==> config.mk <==
export PLATFORM = sky130hd
export DESIGN_NAME = param_sync_fifo
export DESIGN_NICKNAME = d
export VERILOG_FILES = /design/src/rtl/param_sync_fifo_pkg.sv /design/src/rtl/param_sync_fifo_ram.sv /design/src/rtl/param_sync_fifo.sv
export SDC_FILE = /design/constraint.sdc
export NUM_CORES = 1
export LEC_CHECK = 0
export BUFFER_PORTS_ARGS = -buffer_cell sky130_fd_sc_hd__buf_2
export CAP_MARGIN = 40
export CELL_PAD_IN_SITES_DETAIL_PLACEMENT = 1
export CELL_PAD_IN_SITES_GLOBAL_PLACEMENT = 1
export CORE_ASPECT_RATIO = 1.5
export CORE_MARGIN = 2
export CORE_UTILIZATION = 50
export DETAILED_ROUTE_END_ITERATION = 16
export PLACE_DENSITY_LB_ADDON = 0.1
export SYNTH_ARGS = -nofsm -noshare
export SYNTH_HDL_FRONTEND = slang
export SYNTH_SLANG_ARGS = --single-unit
export TNS_END_PERCENT = 30
==> constraint.sdc <==
create_clock -name clk -period 7.85 [get_ports clk]
set_input_delay 0.3925 -clock clk [delete_from_list [all_inputs] [get_ports clk]]
set_output_delay 0.3925 -clock clk [all_outputs]
set_load 0.02 [all_outputs]
==> src/rtl/param_sync_fifo_pkg.sv <==
// Shared defaults and width helpers for the synchronous FIFO.
// Pointers carry one extra wrap bit above the memory address.
package param_sync_fifo_pkg;

   localparam int DEFAULT_DATA_W = 16;
   localparam int DEFAULT_DEPTH  = 8;

   function automatic int addr_w(input int depth);
      return $clog2(depth);
   endfunction

   function automatic int ptr_w(input int depth);
      return $clog2(depth) + 1;
   endfunction

   function automatic int cnt_w(input int depth);
      return $clog2(depth) + 1;
   endfunction

endpackage

==> src/rtl/param_sync_fifo_ram.sv <==
// Simple dual-port storage: one write port, one registered read port.
// A same-address read and write returns the old word.
module fifo_ram
   import param_sync_fifo_pkg::*;
#(
   parameter int DATA_W = DEFAULT_DATA_W,
   parameter int DEPTH  = DEFAULT_DEPTH
) (
   input  logic                     clk,
   input  logic                     rst,
   input  logic                     we,
   input  logic [addr_w(DEPTH)-1:0] waddr,
   input  logic [DATA_W-1:0]        wdata,
   input  logic                     re,
   input  logic [addr_w(DEPTH)-1:0] raddr,
   output logic [DATA_W-1:0]        rdata
);

   logic [DATA_W-1:0] r_mem [DEPTH];
   logic [DATA_W-1:0] r_rdata;

   always_ff @(posedge clk) begin
      if (we) begin
         r_mem[waddr] <= wdata;
      end
   end

   // Only the output register is reset; the array itself keeps its contents.
   always_ff @(posedge clk) begin
      if (rst) begin
         r_rdata <= '0;
      end else if (re) begin
         r_rdata <= r_mem[raddr];
      end
   end

   assign rdata = r_rdata;

endmodule

==> src/rtl/param_sync_fifo.sv <==
// Synchronous FIFO: pointers, occupancy count, level flags and sticky errors.
// A write into a full FIFO is accepted when a read is accepted in the same cycle.
module param_sync_fifo
   import param_sync_fifo_pkg::*;
#(
   parameter int DATA_W    = DEFAULT_DATA_W,
   parameter int DEPTH     = DEFAULT_DEPTH,
   parameter int AFULL_TH  = DEPTH - 2,
   parameter int AEMPTY_TH = 2
) (
   input  logic                    clk,
   input  logic                    rst,
   input  logic                    wr,
   input  logic [DATA_W-1:0]       data_in,
   input  logic                    rd,
   input  logic                    clr_err,
   output logic [DATA_W-1:0]       data_out,
   output logic                    rd_valid,
   output logic                    fifo_full,
   output logic                    fifo_empty,
   output logic                    almost_full,
   output logic                    almost_empty,
   output logic [cnt_w(DEPTH)-1:0] count,
   output logic                    fifo_overflow,
   output logic                    fifo_underflow
);

   localparam int AW = addr_w(DEPTH);
   localparam int PW = ptr_w(DEPTH);
   localparam int CW = cnt_w(DEPTH);

   localparam logic [CW-1:0] FULL_V   = CW'(DEPTH);
   localparam logic [CW-1:0] AFULL_V  = CW'(AFULL_TH);
   localparam logic [CW-1:0] AEMPTY_V = CW'(AEMPTY_TH);

   logic [PW-1:0] r_wptr;
   logic [PW-1:0] r_rptr;
   logic [CW-1:0] r_count;
   logic [CW-1:0] w_count_next;
   logic          r_rd_valid;
   logic          r_ovf;
   logic          r_udf;
   logic          w_full;
   logic          w_empty;
   logic          w_rd_acc;
   logic          w_wr_acc;

   // Flags decode registered count only, so requests never reach them.
   assign w_full   = (r_count == FULL_V);
   assign w_empty  = (r_count == '0);
   assign w_rd_acc = rd & ~w_empty;
   assign w_wr_acc = wr & (~w_full | w_rd_acc);

   always_comb begin
      w_count_next = r_count;
      case ({w_wr_acc, w_rd_acc})
         2'b10:   w_count_next = r_count + 1'b1;
         2'b01:   w_count_next = r_count - 1'b1;
         default: w_count_next = r_count;
      endcase
   end

   always_ff @(posedge clk) begin
      if (rst) begin
         r_wptr     <= '0;
         r_rptr     <= '0;
         r_count    <= '0;
         r_rd_valid <= 1'b0;
         r_ovf      <= 1'b0;
         r_udf      <= 1'b0;
      end else begin
         if (w_wr_acc) begin
            r_wptr <= r_wptr + 1'b1;
         end
         if (w_rd_acc) begin
            r_rptr <= r_rptr + 1'b1;
         end
         r_count    <= w_count_next;
         r_rd_valid <= w_rd_acc;
         // A new error in the same cycle as clr_err keeps the flag set.
         r_ovf      <= (wr & ~w_wr_acc) | (r_ovf & ~clr_err);
         r_udf      <= (rd & ~w_rd_acc) | (r_udf & ~clr_err);
      end
   end

   fifo_ram #(
      .DATA_W (DATA_W),
      .DEPTH  (DEPTH)
   ) u_ram (
      .clk   (clk),
      .rst   (rst),
      .we    (w_wr_acc),
      .waddr (r_wptr[AW-1:0]),
      .wdata (data_in),
      .re    (w_rd_acc),
      .raddr (r_rptr[AW-1:0]),
      .rdata (data_out)
   );

   assign rd_valid       = r_rd_valid;
   assign fifo_full      = w_full;
   assign fifo_empty     = w_empty;
   assign almost_full    = (r_count >= AFULL_V);
   assign almost_empty   = (r_count <= AEMPTY_V);
   assign count          = r_count;
   assign fifo_overflow  = r_ovf;
   assign fifo_underflow = r_udf;

endmodule

==> flow_summary_export.csv <==
group,metric,value,unit
yosys,synthTopCellsByCount,"edfxtp_1 (128), nor2_1 (34), mux4_2 (32), dfxtp_1 (29)",
final_layout,num_antenna_cells,0,
yosys,syn_inst,336,
timing,fin_worst_skew,0.0127,ns
place,dp_worst_setup_slack,5.16,ns
floorplan,die_h,140,um
cts,cts.path.max_buffers,2,
route,ant_nets,0,
yosys,yosys_warnings,0,
floorplan,die_w,94.7,um
global_routing,grt_pass1_vias,3480,
cts,cts_setup_buffers,0,
power_and_ir_drop,p_comb_share,24.1,%
route,wl_per_cell,22.6,um
timing,tightest_slew,0.669,ns
yosys,synthTopCellsByArea,"edfxtp_1 (62%), mux4_2 (12%), dfxtp_1 (9.4%)",
route,drt_iter0_drc,119,
global_routing,antenna_found_initial,0,
final_layout,final_nets,416,
yosys,yosysMostFrequentCell,"edfxtp_1",
yosys,synth.avg_cell_area,18.4,sq um
cts,root_buffer,"clkbuf_16",
yosys,yosysUniqueCellTypes,40,
power_and_ir_drop,p_per_area,340,nW/um^2
yosys,synth_area,6170,sq um
outcome,status,"finished, final reports clean",
yosys,synth_largest_area_cell,"edfxtp_1",
route,dr.pass1.iters,4,
final_layout,syn_to_final_growth,15.0,%
floorplan,fp.dieArea,13300,sq um
job,drv_cap,0,
power_and_ir_drop,intPower,0.00169,W
route,vias,3148,
power_and_ir_drop,pwr-share-seq,43.5,%
place,io_buffer_count,47,
power_and_ir_drop,vdd_ir_drop_max,0.212,mV
cts,cts_tree,"built",
timing,slew-limit-headroom,55.2,%
final_layout,drive_above_1_share,32.0,%
setup_path,end_kind,"flip-flop",
place,gp_congestion,0.734,
timing,period_needed,2.70,ns
yosys,ys.flop_type,"edfxtp_1",
route,wirelength,12600,um
yosys,ys_ff_latch,157,
global_routing,gr-usage-all-layers,21.0,%
setup_path,worstPathMaxFanout,36,
timing,setup_viol,0,
setup_path,cp-start-kind,"flip-flop",
setup_path,critPathKind,"flip-flop to flip-flop",
cts,numClockSinks,157,
timing,hold_viol_final,0,
global_routing,grt_pass1_wl,19600,um
floorplan,initial_utilization,51.4,%
place,dp_hpwl,7830,um
cts,clkLatencyLatePin,0.42,ns
final_layout,fillers,1115,
timing,period_share,34.4,%
power_and_ir_drop,swShare,29.9,%
global_routing,grt_max_degree,37,
floorplan,row_count,49,
timing,setup_tns,0,ns
final_layout,final_core_utilization,59.1,%
timing,maxSlewViolCount,0,
cts,holdBufCountCts,0,
setup_path,critPathRequiredTime,8.18,ns
timing,max_freq,370,MHz
floorplan,coreArea,12000,sq um
yosys,synth_top_cell_area_share,62.3,%
timing,rsz0062_at_grt,"no",
yosys,synth-edff-count,128,
power_and_ir_drop,clockPowerShare,32.4,%
setup_path,arrival,3.03,ns
cts,cts_buffers,17,
cts,htreeDepth,4,
route,via_per_inst,5.66,
cts,cts_resized,0,
yosys,yosysSeqAreaShare,71.7,%
yosys,async_flop_share,0,%
power_and_ir_drop,p_sw,0.000723,W
timing,layout_setup_ws,5.15,ns
floorplan,io_pins,48,
route,route.detailed.drc,0,
hold_path,worst_hold_path_type,"input port to flip-flop",
cts,clk_pin_slew,0.06,ns
global_routing,grt.overflow.total,0,
yosys,synth_fp_nets,362,
power_and_ir_drop,p_leak,2.40,nW
critical path: stages, from the launching register on:
cell      delay (ns)
dfxtp_1         0.42
o41a_2          0.81
nand2b_1        0.23
inv_1           0.08
ha_1            0.32
a21oi_1         0.24
and2_1          0.19
o221ai_1        0.13
a31oi_1         0.20
logic make-up (layout without fill, tap and decap cells):
kind of cell / Yosys count / after routing / synth area share (%)
DFF: 157 / 157 / 71.7
AOI/OAI and AO/OA: 35 / 35 / 4.60
xor gates and xnor gates: 6 / 6 / 0.851
buffers and inverters: 28 / 95 / 3.06
muxes: 50 / 50 / 14.6
and+or+nand+nor: 55 / 55 / 4.09
adders and majority gates: 5 / 5 / 1.14
power groups by stage:
stage	combinational (W)	sequential (W)	clock, W
after floorplan	0.000456	0.00108	0
after global placement	0.000579	0.00107	0
after detailed placement	0.000594	0.00107	0
after CTS	0.000596	0.00105	0.000799
after global routing	0.000640	0.00106	0.000827
final	0.000582	0.00105	0.000782
registers in the layout, indices dropped and copies added, names as in the netlist:
name / count
fifo_underflow: 1
fifo_overflow: 1
r_wptr: 3
rd_valid: 1
u_ram.r_mem: 128
u_ram.rdata: 16
r_rptr: 3
count: 4
cell usage in the layout, fill, tap and decap left out, types with 5 or more instances in the layout:
cell	synthesis	routed
edfxtp_1	128	128
buf_2	7	47
nor2_1	34	34
mux4_2	32	32
dfxtp_1	29	28
a211oi_1	18	18
mux2i_1	18	18
clkbuf_16	0	17
buf_4	7	11
inv_1	5	5
nand2b_1	5	5
nand2_1	5	5
a21oi_1	5	5
worst paths after layout:
kind | startpoint | depth (start not counted) | endpoint | slack (ns)
worst min-delay path | data_in[1] | 1 | u_ram.r_mem[2][1]$_DFFE_PP_ | 0.24
worst max register to register | count[0]$_SDFFE_PP0P_ | 8 | count[3]$_SDFFE_PP0P_ | 5.15
worst max-delay path | count[0]$_SDFFE_PP0P_ | 8 | count[3]$_SDFFE_PP0P_ | 5.15
worst min register to register | r_rptr[1]$_SDFFE_PP0P_ | 2 | r_rptr[1]$_SDFFE_PP0P_ | 0.47
through the flow:
step | std cells | hold WS, ns | total power, W | cell area [sq um]
floorplan | 336 | 0.461 | 0.00153 | 6170
global placement | 524 | 0.447 | 0.00165 | 6520
detailed placement | 524 | 0.459 | 0.00167 | 6520
CTS | 556 | 0.224 | 0.00245 | 7100
global route | 556 | 0.241 | 0.00253 | 7100
finish | 556 | 0.244 | 0.00242 | 7100
layer usage:
metal  wire (um)  global-route usage, %  vias up
met5           0                      0        -
met4         180                   7.09        0
met3         373                   4.46       17
met2        7030                   38.1       74
met1        4980                   24.1     1622
li1            -                      -     1435
layout make-up:
cell class	instances	area, sq um	area share [%]
Timing Repair Buffer	58	318	4.48
Clock buffer	21	460	6.49
Clock inverter	11	113	1.59
Sequential cell	157	4430	62.4
Tap cell	153	191	2.70
Multi-Input combinational cell	151	1570	22.1
Inverter	5	18.8	0.264
No activity file was read; power rests on OpenSTA's default activity.
